**config.mk**
```make
export PLATFORM = sky130hd
export DESIGN_NAME = mem_arbiter
export DESIGN_NICKNAME = d
export VERILOG_FILES = /design/src/rtl/mem_arbiter.sv
export SDC_FILE = /design/constraint.sdc
export NUM_CORES = 1
export LEC_CHECK = 0
export BUFFER_PORTS_ARGS = -buffer_cell sky130_fd_sc_hd__buf_2
export CELL_PAD_IN_SITES_DETAIL_PLACEMENT = 2
export CELL_PAD_IN_SITES_GLOBAL_PLACEMENT = 2
export CORE_UTILIZATION = 11
export DETAILED_ROUTE_END_ITERATION = 6
export PLACE_DENSITY_LB_ADDON = 0.1
export SYNTH_ARGS = -nofsm -noshare
export SYNTH_HDL_FRONTEND = slang
export SYNTH_SLANG_ARGS = --single-unit
```
**constraint.sdc**
```tcl
create_clock -name clk -period 4.3 [get_ports clk]
set_input_delay 0.43 -clock clk [delete_from_list [all_inputs] [get_ports clk]]
set_output_delay 0.43 -clock clk [all_outputs]
set_load 0.05 [all_outputs]
```
**src/rtl/mem_arbiter.sv**
```systemverilog
// Two-port memory arbiter: registered grant, round-robin ties, bounded lock bursts.
// Define MEM_ARB_FIXED_PRIO_EN to make port 0 always win contention.
module mem_arbiter #(
  parameter int MAX_LOCK = 4
) (
  input  logic        clk,
  input  logic        reset,
  input  logic        req0,
  input  logic        req1,
  input  logic        lock0,
  input  logic        lock1,
  input  logic        we0,
  input  logic        we1,
  input  logic [31:0] adr0,
  input  logic [31:0] adr1,
  input  logic [31:0] wd0,
  input  logic [31:0] wd1,
  output logic        gnt0,
  output logic        gnt1,
  output logic [31:0] rd0,
  output logic [31:0] rd1,
  output logic        mem_we,
  output logic [31:0] mem_a,
  output logic [31:0] mem_wd,
  input  logic [31:0] mem_rd
);

  typedef enum logic [1:0] {
    IDLE = 2'd0,
    OWN0 = 2'd1,
    OWN1 = 2'd2
  } state_t;

  localparam logic [3:0] LMAX = 4'(MAX_LOCK - 1);

  state_t     state;
  state_t     nstate;
  logic [3:0] lcnt;
  logic [3:0] lcnt_n;
  logic       hold;
  logic       tie_p1;

`ifdef MEM_ARB_FIXED_PRIO_EN
  assign tie_p1 = 1'b0;
`else
  logic last;
  logic served;

  always_ff @(posedge clk or posedge reset) begin
    if (reset) begin
      last <= 1'b1;
    end else if (state == OWN0) begin
      last <= 1'b0;
    end else if (state == OWN1) begin
      last <= 1'b1;
    end
  end

  // The cycle in progress already counts as served.
  always_comb begin
    served = last;
    if (state == OWN0) served = 1'b0;
    if (state == OWN1) served = 1'b1;
  end

  assign tie_p1 = ~served;
`endif

  always_ff @(posedge clk or posedge reset) begin
    if (reset) begin
      state <= IDLE;
      lcnt  <= 4'd0;
    end else begin
      state <= nstate;
      lcnt  <= lcnt_n;
    end
  end

  assign hold = ((state == OWN0) & req0 & lock0)
              | ((state == OWN1) & req1 & lock1);

  always_comb begin
    nstate = IDLE;
    lcnt_n = 4'd0;
    if (hold && (lcnt < LMAX)) begin
      nstate = state;
      lcnt_n = lcnt + 4'd1;
    end else begin
      unique case (1'b1)
        (req0 & req1):  nstate = tie_p1 ? OWN1 : OWN0;
        (req0 & ~req1): nstate = OWN0;
        (~req0 & req1): nstate = OWN1;
        default:        nstate = IDLE;
      endcase
    end
  end

  always_comb begin
    gnt0   = 1'b0;
    gnt1   = 1'b0;
    mem_we = 1'b0;
    mem_a  = '0;
    mem_wd = '0;
    unique case (state)
      OWN0: begin
        gnt0   = req0;
        mem_a  = adr0;
        mem_wd = wd0;
        mem_we = we0 & req0;
      end
      OWN1: begin
        gnt1   = req1;
        mem_a  = adr1;
        mem_wd = wd1;
        mem_we = we1 & req1;
      end
      default: ;
    endcase
  end

  assign rd0 = gnt0 ? mem_rd : '0;
  assign rd1 = gnt1 ? mem_rd : '0;

endmodule

```
# Yosys cells after proc, flatten, opt, wreduce, memory -nomap -nowiden
# Index checks and enable logic that the tools add are counted.
# word_totals
reg_bits,7
latch_bits,0
mem_bits_rw,0
romBits,0
in_bits,168
output_inout_bits,131
elab_cells,35
mem_count,0
# classes
addsub,1
n_mul,0
div_mod_pow,0
n_lt_le_gt_ge,1
n_eq_ne,2
shifts,0
mux,14
bitwise_logic,12
n_reduce_logical,2
# op_table
operator,n
$pmux W32 S2,2
$mux W32,2
$and A1 B1 Y1,9
$mux W1,6
$pmux W2 S3,1
$add A4 B1 Y4 const B,1
$lt A4 B2 Y1 const B,1
$mux W4,1
$eq A2 B1 Y1 const B,1
$eq A2 B2 Y1 const B,1
$mux W2,1
$not A1 Y1,2
$pmux W1 S2,1
$reduce_bool A2 Y1,1
$logic_and A1 B1 Y1,1
$or A1 B1 Y1,1

# Logic depth before layout (Yosys ltp)
# Gate-level depths: netlist of run 1.
# logic_depth
depth_word,6
mapped_depth,7
ltp_nobuf,5

# Least setup slack after synthesis of run 1
# OpenSTA, ideal clock, no wires.
# synth_timing
kind,flip-flop to output port
from,register state[0]
to,output mem_we
arrival_ns,1.914
required_time_ns,3.870
setup_slack_ns,1.956
stages_incl_launch_ff,7
n_path_buf,1
cell_sequence,dfrtp_1 -> inv_1 -> ha_1 -> buf_6 -> and2_1 -> a32oi_1 -> nor2_1
# synth_via
elab_chain_len,2
word_cells_on_any_way,3
cone_classes,eq/ne: 2; mux: 1
# synth_lines
element,line,source
start: declaration,36,state_t state;
start signal: assignment,74,state <= nstate;
$eq A2 B2 Y1 / $eq A2 B1 Y1 (equally long branches),104,unique case (state)
$pmux W1 S2 *,104,
end: declaration,22,"output logic mem_we,"
# Every way passes the cells marked *; elsewhere a longest branch is shown, timed or not.

# Final worst setup path of run 1
# layout_timing
from,register state[1]
to,output mem_a[7]
# layout_via
elab_chain_len,2
word_cells_on_any_way,3
cone_classes,eq/ne: 2; mux: 1
# layout_lines
element,line,source
$eq A2 B2 Y1 / $eq A2 B1 Y1 (equally long branches),104,
$pmux W32 S2 *,104,
end: declaration,23,"output logic [31:0] mem_a,"
# Marked as above.

==> reports/metrics.cfg, run 1 <==
[status]
status = complete, no violations

[worst_hold_path]
hp-class = in -> async

[synth]
synth_compound_area_frac = 0.397
netlist_instances = 192
synth.avg_cell_area_sq_um = 8.05
synth_fa_ha_area_frac = 0.0324
ys_warn_count = 0
synthDistinctLibCells = 24
synth_top_family_by_area = compound AO/OA/AOI/OAI gates
synth_common_cells = 64 x a22o_1, 64 x and3_1, 13 x buf_6, 13 x clkbuf_1, 6 x dfrtp_1
ys_seq_area_frac = 0.114
synth_top_flop_cell = dfrtp_1
synth.mux.area_fraction = 0.00647
yosys.area_share.simple = 0.301
synth.cell_area_sq_um = 1550
async_flop_share = 1.00
synth-seq-cells = 7
synth_xor_area_frac = 0
netlist.area_leader.share = 0.362
netlist_top_cells_area = a22o_1 36%, and3_1 26%, dfrtp_1 9.7%
yosysTopAreaCell = a22o_1
synth-edff-count = 0

[clock_tree]
ctsRootBufferMaster = clkbuf_16
clk_pin_slew_ns = 0.03
tritoncts = done
clk_latency_ns = 0.23
cts.repair.resized = 0
post_cts_buffers = 0
cts.path.max_buffers = 2
cts-buffers-inserted = 3
cts_hold_buffers = 0
h-tree-depth = 1
cts_sinks = 7

[run]
maxCapViolCount = 0

[sta]
finalMaxSlewViolations = 0
worst_slew_pin_slew_ns = 0.739
setup_tns_ns = 0
fin_crit_ns = 3.16
rsz0062_at_grt = no
fin_worst_skew_ns = 0.000701
relSlewSlack = 0.506
post-route-period-util = 0.734
hold_violations = 0
setup-violations-final = 0
fmax_ghz = 0.317

[critical_path]
cp-end-kind = output pin
cp.required_ns = 3.87
cp-start-kind = register
path_max_fanout = 35
reg2regPathDepth = 5
crit_arrival_ns = 2.73
ff2ff_setup_slack_ns = 2.51
critPathKind = reg -> out

[grt]
grt_pass1_vias = 2878
grt-ovfl-total = 0
grt_max_degree = 38
grt_antenna_before_repair = 0
grt_pass1_wl_um = 17400
grt_usage = 0.154

[layout]
drive_above_1_share = 0.656
syn_to_final_growth_pct = 105
fin_nets = 644
antenna-diode-count = 0
finish.instance_area_sq_um = 3170

[pwr]
p_leak_nw = 2.21
irDropWorstVdd_mv = 0.164
p_per_area_nw_per_um2 = 382

[drt]
wirelength_um = 12000
vias = 2742
antenna_left = 0
drtIter0Drc = 88
via_per_inst = 4.24
drc_errors = 0
first_pass_iters = 4
wire_per_inst_um = 18.5

[die]
die_y_um = 121
die_w_um = 121
dieArea_sq_um = 14500
row_count = 42
start_util = 0.115
core_sq_um = 13500
ios = 299

[place]
placedInstanceArea_sq_um = 3090
gp_congestion = 0.767
port_buffers = 298
post-dp-hpwl_um = 9960

where the power goes:
part	internal, mW	leakage (nW)	switching (mW)
logic	0.254	2.08	0.718
registers	0.0775	0.0863	0.00552
clock network	0.123	0.0382	0.0328
total	0.455	2.21	0.756
layout make-up:
class | count | area (sq um)
Multi-Input combinational cell | 153 | 1160
Timing Repair Buffer | 302 | 1520
Tap cell | 176 | 220
Sequential cell | 7 | 176
Inverter | 5 | 18.8
Clock buffer | 4 | 78.8
Fill cell | 1652 | 10300
per-stage QoR:
step	total power [mW]	utilization	worst slack (ns)	std cells	hold slack, ns
5_1_grt	1.28	0.236	0.892	647	0.144
4_1_cts	1.23	0.236	1.04	647	0.128
3_5_place_dp	1.07	0.230	1.29	643	0.369
6_report	1.21	0.236	1.14	647	0.118
3_3_place_gp	1.06	0.230	1.35	643	0.370
2_1_floorplan	0.829	-	1.96	193	0.233
per-layer routing:
metal,vias up,GRT usage,part of all wire
met5,-,0,0
met4,0,0.0185,0.0079
met3,8,0.0429,0.087
met2,131,0.301,0.54
met1,1289,0.166,0.36
li1,1314,-,-
final timing paths:
kind / endpoint / start
worst max register to register: last / state[1]
worst min-delay path: lcnt[3] / reset
max in group asynchronous: last / reset
worst max-delay path: mem_a[7] / state[1]
min in group clk: lcnt[0] / lcnt[0]
worst min register to register: lcnt[0] / lcnt[0]
worst max-delay path, cell delays in order (launching register included):
cell and delay, ns:
dfrtp_1 0.38, inv_1 0.10, ha_1 0.15, buf_4 0.28, and2b_2 0.67, buf_4 0.45
a22o_1 0.19, buf_2 0.27
cells by family (layout without fill, tap and decap cells):
logic type               after synthesis  in the layout
buffers and inverters                 33            311
flip-flops                             7              7
adder cells (fa/ha/maj)                4              4
AND/OR/NAND/NOR                       75             75
other                                  1              2
multiplexers                           1              1
AO/OA/AOI/OAI                         71             71
state kept, by name (all words and copies together), names as in the netlist:
name   cells
state      2
last       1
lcnt       4
cells in the final DEF, fill, tap and decap left out, drive strengths merged:
cell type	n
buf	302
a22o	64
and3	64
dfrtp	6
inv	5
ha	4
clkbuf	4
and2	3
nor2b	3
o31ai	2
nand3	2
conb	2
a21oi	2
or3	1
mux2i	1
and2b	1
a32oi	1
nor2	1
o21a	1
a211o	1
dfstp	1
Power figures use the tool's default switching activity.
==> run 2, diff against run 1 <==
--- a/config.mk
+++ b/config.mk
@@ -8,7 +8,7 @@
 export BUFFER_PORTS_ARGS = -buffer_cell sky130_fd_sc_hd__buf_2
 export CELL_PAD_IN_SITES_DETAIL_PLACEMENT = 2
 export CELL_PAD_IN_SITES_GLOBAL_PLACEMENT = 2
-export CORE_UTILIZATION = 11
+export CORE_UTILIZATION = 10
 export DETAILED_ROUTE_END_ITERATION = 6
 export PLACE_DENSITY_LB_ADDON = 0.1
 export SYNTH_ARGS = -nofsm -noshare
==> constraint.sdc (replaced) <==
create_clock -name clk -period 3.1 [get_ports clk]
set_input_delay 0.31 -clock clk [delete_from_list [all_inputs] [get_ports clk]]
set_output_delay 0.31 -clock clk [all_outputs]
set_load 0.05 [all_outputs]
==> reports/metrics.cfg, run 2 (synthesis results as in run 1) <==
[sta]
post-route-period-util = 0.840
setup-violations-final = 0  ; unchanged
rsz0062_at_grt = no
fin_crit_ns = 2.60
fmax_ghz = 0.384
fin_worst_skew_ns = 0.000307  ; -0.000394 ns
setup_tns_ns = 0  ; unchanged
timing.hold.ws_ns = 0.0110  ; -0.107 ns
hold_violations = 0  ; unchanged
finalMaxSlewViolations = 0  ; unchanged
relSlewSlack = 0.618  ; +0.112
worst_slew_pin_slew_ns = 0.573  ; -0.166 ns

[layout]
layout_common_cells = 298 x buf_2, 64 x a22o_1, 64 x and3_1, 6 x dfrtp_1, 5 x inv_1
syn_to_final_growth_pct = 108
largest-register = lcnt
top_regs = lcnt (4), state (2), last (1)
fin_util = 0.212  ; -0.0235
largest_reg_flops = 4  ; unchanged
fin_nets = 644  ; unchanged
final_common_cell = buf_2
drive_above_1_share = 0.656  ; unchanged

[critical_path]
critPathTopFamily = buffers and inverters
max_stage_delay_ns = 0.47  ; -0.20 ns
path_cells = inv_1 > ha_1 > nor2b_4 > buf_12 > a22o_1 > buf_2
crit_arrival_ns = 2.29  ; -0.44 ns
path_buf_inv = 3  ; -1
cp-end-kind = output pin
cp-start-kind = register
path_max_fanout = 46  ; +31%
cp.required_ns = 2.79  ; -1.08 ns
critPathKind = reg -> out
slowest_stage = nor2b_4

[status]
status = complete, no violations

[clock_tree]
clk_latency_ns = 0.22  ; about the same
cts_hold_buffers = 0  ; unchanged
cts.repair.resized = 0  ; unchanged
ctsRootBufferMaster = clkbuf_16
post_cts_buffers = 0  ; unchanged
h-tree-depth = 1  ; unchanged
cts_sinks = 7  ; unchanged
tritoncts = done
cts-buffers-inserted = 3  ; unchanged
cts.path.max_buffers = 2  ; unchanged
clk_pin_slew_ns = 0.03  ; about the same

[drt]
via_per_inst = 4.20  ; -0.86%
drc_errors = 0  ; unchanged
vias = 2773  ; +1.1%
first_pass_iters = 4  ; unchanged
wirelength_um = 12000  ; +0.45%
drtIter0Drc = 84  ; -4.5%
antenna_left = 0  ; unchanged
wire_per_inst_um = 18.2  ; -1.5%

[worst_hold_path]
hp-class = in -> async

[die]
start_util = 0.102  ; -0.0128
row_count = 45  ; +7.1%
die_y_um = 126  ; +4.8%
core_sq_um = 15100  ; +13%
ios = 299  ; unchanged
dieArea_sq_um = 16000  ; +9.8%
die_w_um = 126  ; +4.8%

[pwr]
p_per_area_nw_per_um2 = 526  ; +38%
p_switching_mw = 1.05  ; +39%
p_leak_nw = 2.22  ; +0.28%
p_total_mw = 1.69  ; +40%
seqPwrFrac = 0.067  ; -0.002
comb_power_share = 0.806  ; +0.003
pwr-share-clk = 0.126  ; -0.003
intPower_mw = 0.642  ; +41%
swShare = 0.620  ; -0.00394
irDropWorstVdd_mv = 0.417  ; +150%

[place]
post-dp-hpwl_um = 10000  ; +0.51%
gp_congestion = 0.718  ; -6.4%
port_buffers = 298  ; unchanged

[grt]
grt_usage = 0.140  ; -0.0137
grt_pass1_wl_um = 17400  ; +0.16%
grt-ovfl-total = 0  ; unchanged
grt_antenna_before_repair = 2  ; +2
grt_pass1_vias = 2912  ; +1.2%
grt_max_degree = 66  ; +74%

[run]
maxCapViolCount = 0  ; unchanged

## run 2: cell count changes in the layout (fill, tap and decap cells not counted), sizes merged
cell | previous run | this run
diode | 0 | 1
## run 2: metrics by stage
step,setup WS (ns),cells,instance area (sq um)
after floorplan,0.876,193,1550
after global placement,0.759,655,3130
after detailed placement,0.688,655,3130
after CTS,0.445,659,3210
after global routing,0.320,660,3210
final,0.496,660,3210
## run 2: path summary, 6_finish.rpt
check                              start         end  slack, ns  depth (start not counted)
min in group clk                 lcnt[0]     lcnt[0]       0.44                          1
worst max register to register  state[0]    state[0]       1.41                          6
worst min register to register   lcnt[0]     lcnt[0]       0.44                          1
worst min-delay path               reset     lcnt[2]       0.01                          2
max in group asynchronous          reset        last       2.82                          2
worst max-delay path            state[0]  mem_wd[23]       0.50                          6
## run 2: power groups by stage
| stage | Sequential, mW | Clock [mW] | Combinational, mW |
|---|---|---|---|
| 2_1_floorplan | 0.113 | 0 | 1.04 |
| 3_3_place_gp | 0.115 | 0 | 1.38 |
| 3_5_place_dp | 0.116 | 0 | 1.38 |
| 4_1_cts | 0.115 | 0.219 | 1.38 |
| 5_1_grt | 0.116 | 0.225 | 1.44 |
| 6_report | 0.114 | 0.214 | 1.36 |
## run 2: area by class of cell
| type | instances | area [sq um] |
|---|---|---|
| Tap cell | 188 | 235 |
| Inverter | 5 | 18.8 |
| Timing Repair Buffer | 302 | 1550 |
| Antenna cell | 1 | 2.50 |
| Multi-Input combinational cell | 153 | 1160 |
| Fill cell | 1861 | 11900 |
| Sequential cell | 7 | 176 |
| Clock buffer | 4 | 78.8 |
## run 2: layer usage
layer  wire length [um]  vias up  track usage  part of all wire
met1               4440     1310        0.146              0.37
met5                 13        -            0            0.0011
met3                912        6       0.0367             0.076
met4                 59        2       0.0128            0.0049
met2               6600      138        0.286              0.55
li1                   -     1317            -                 -
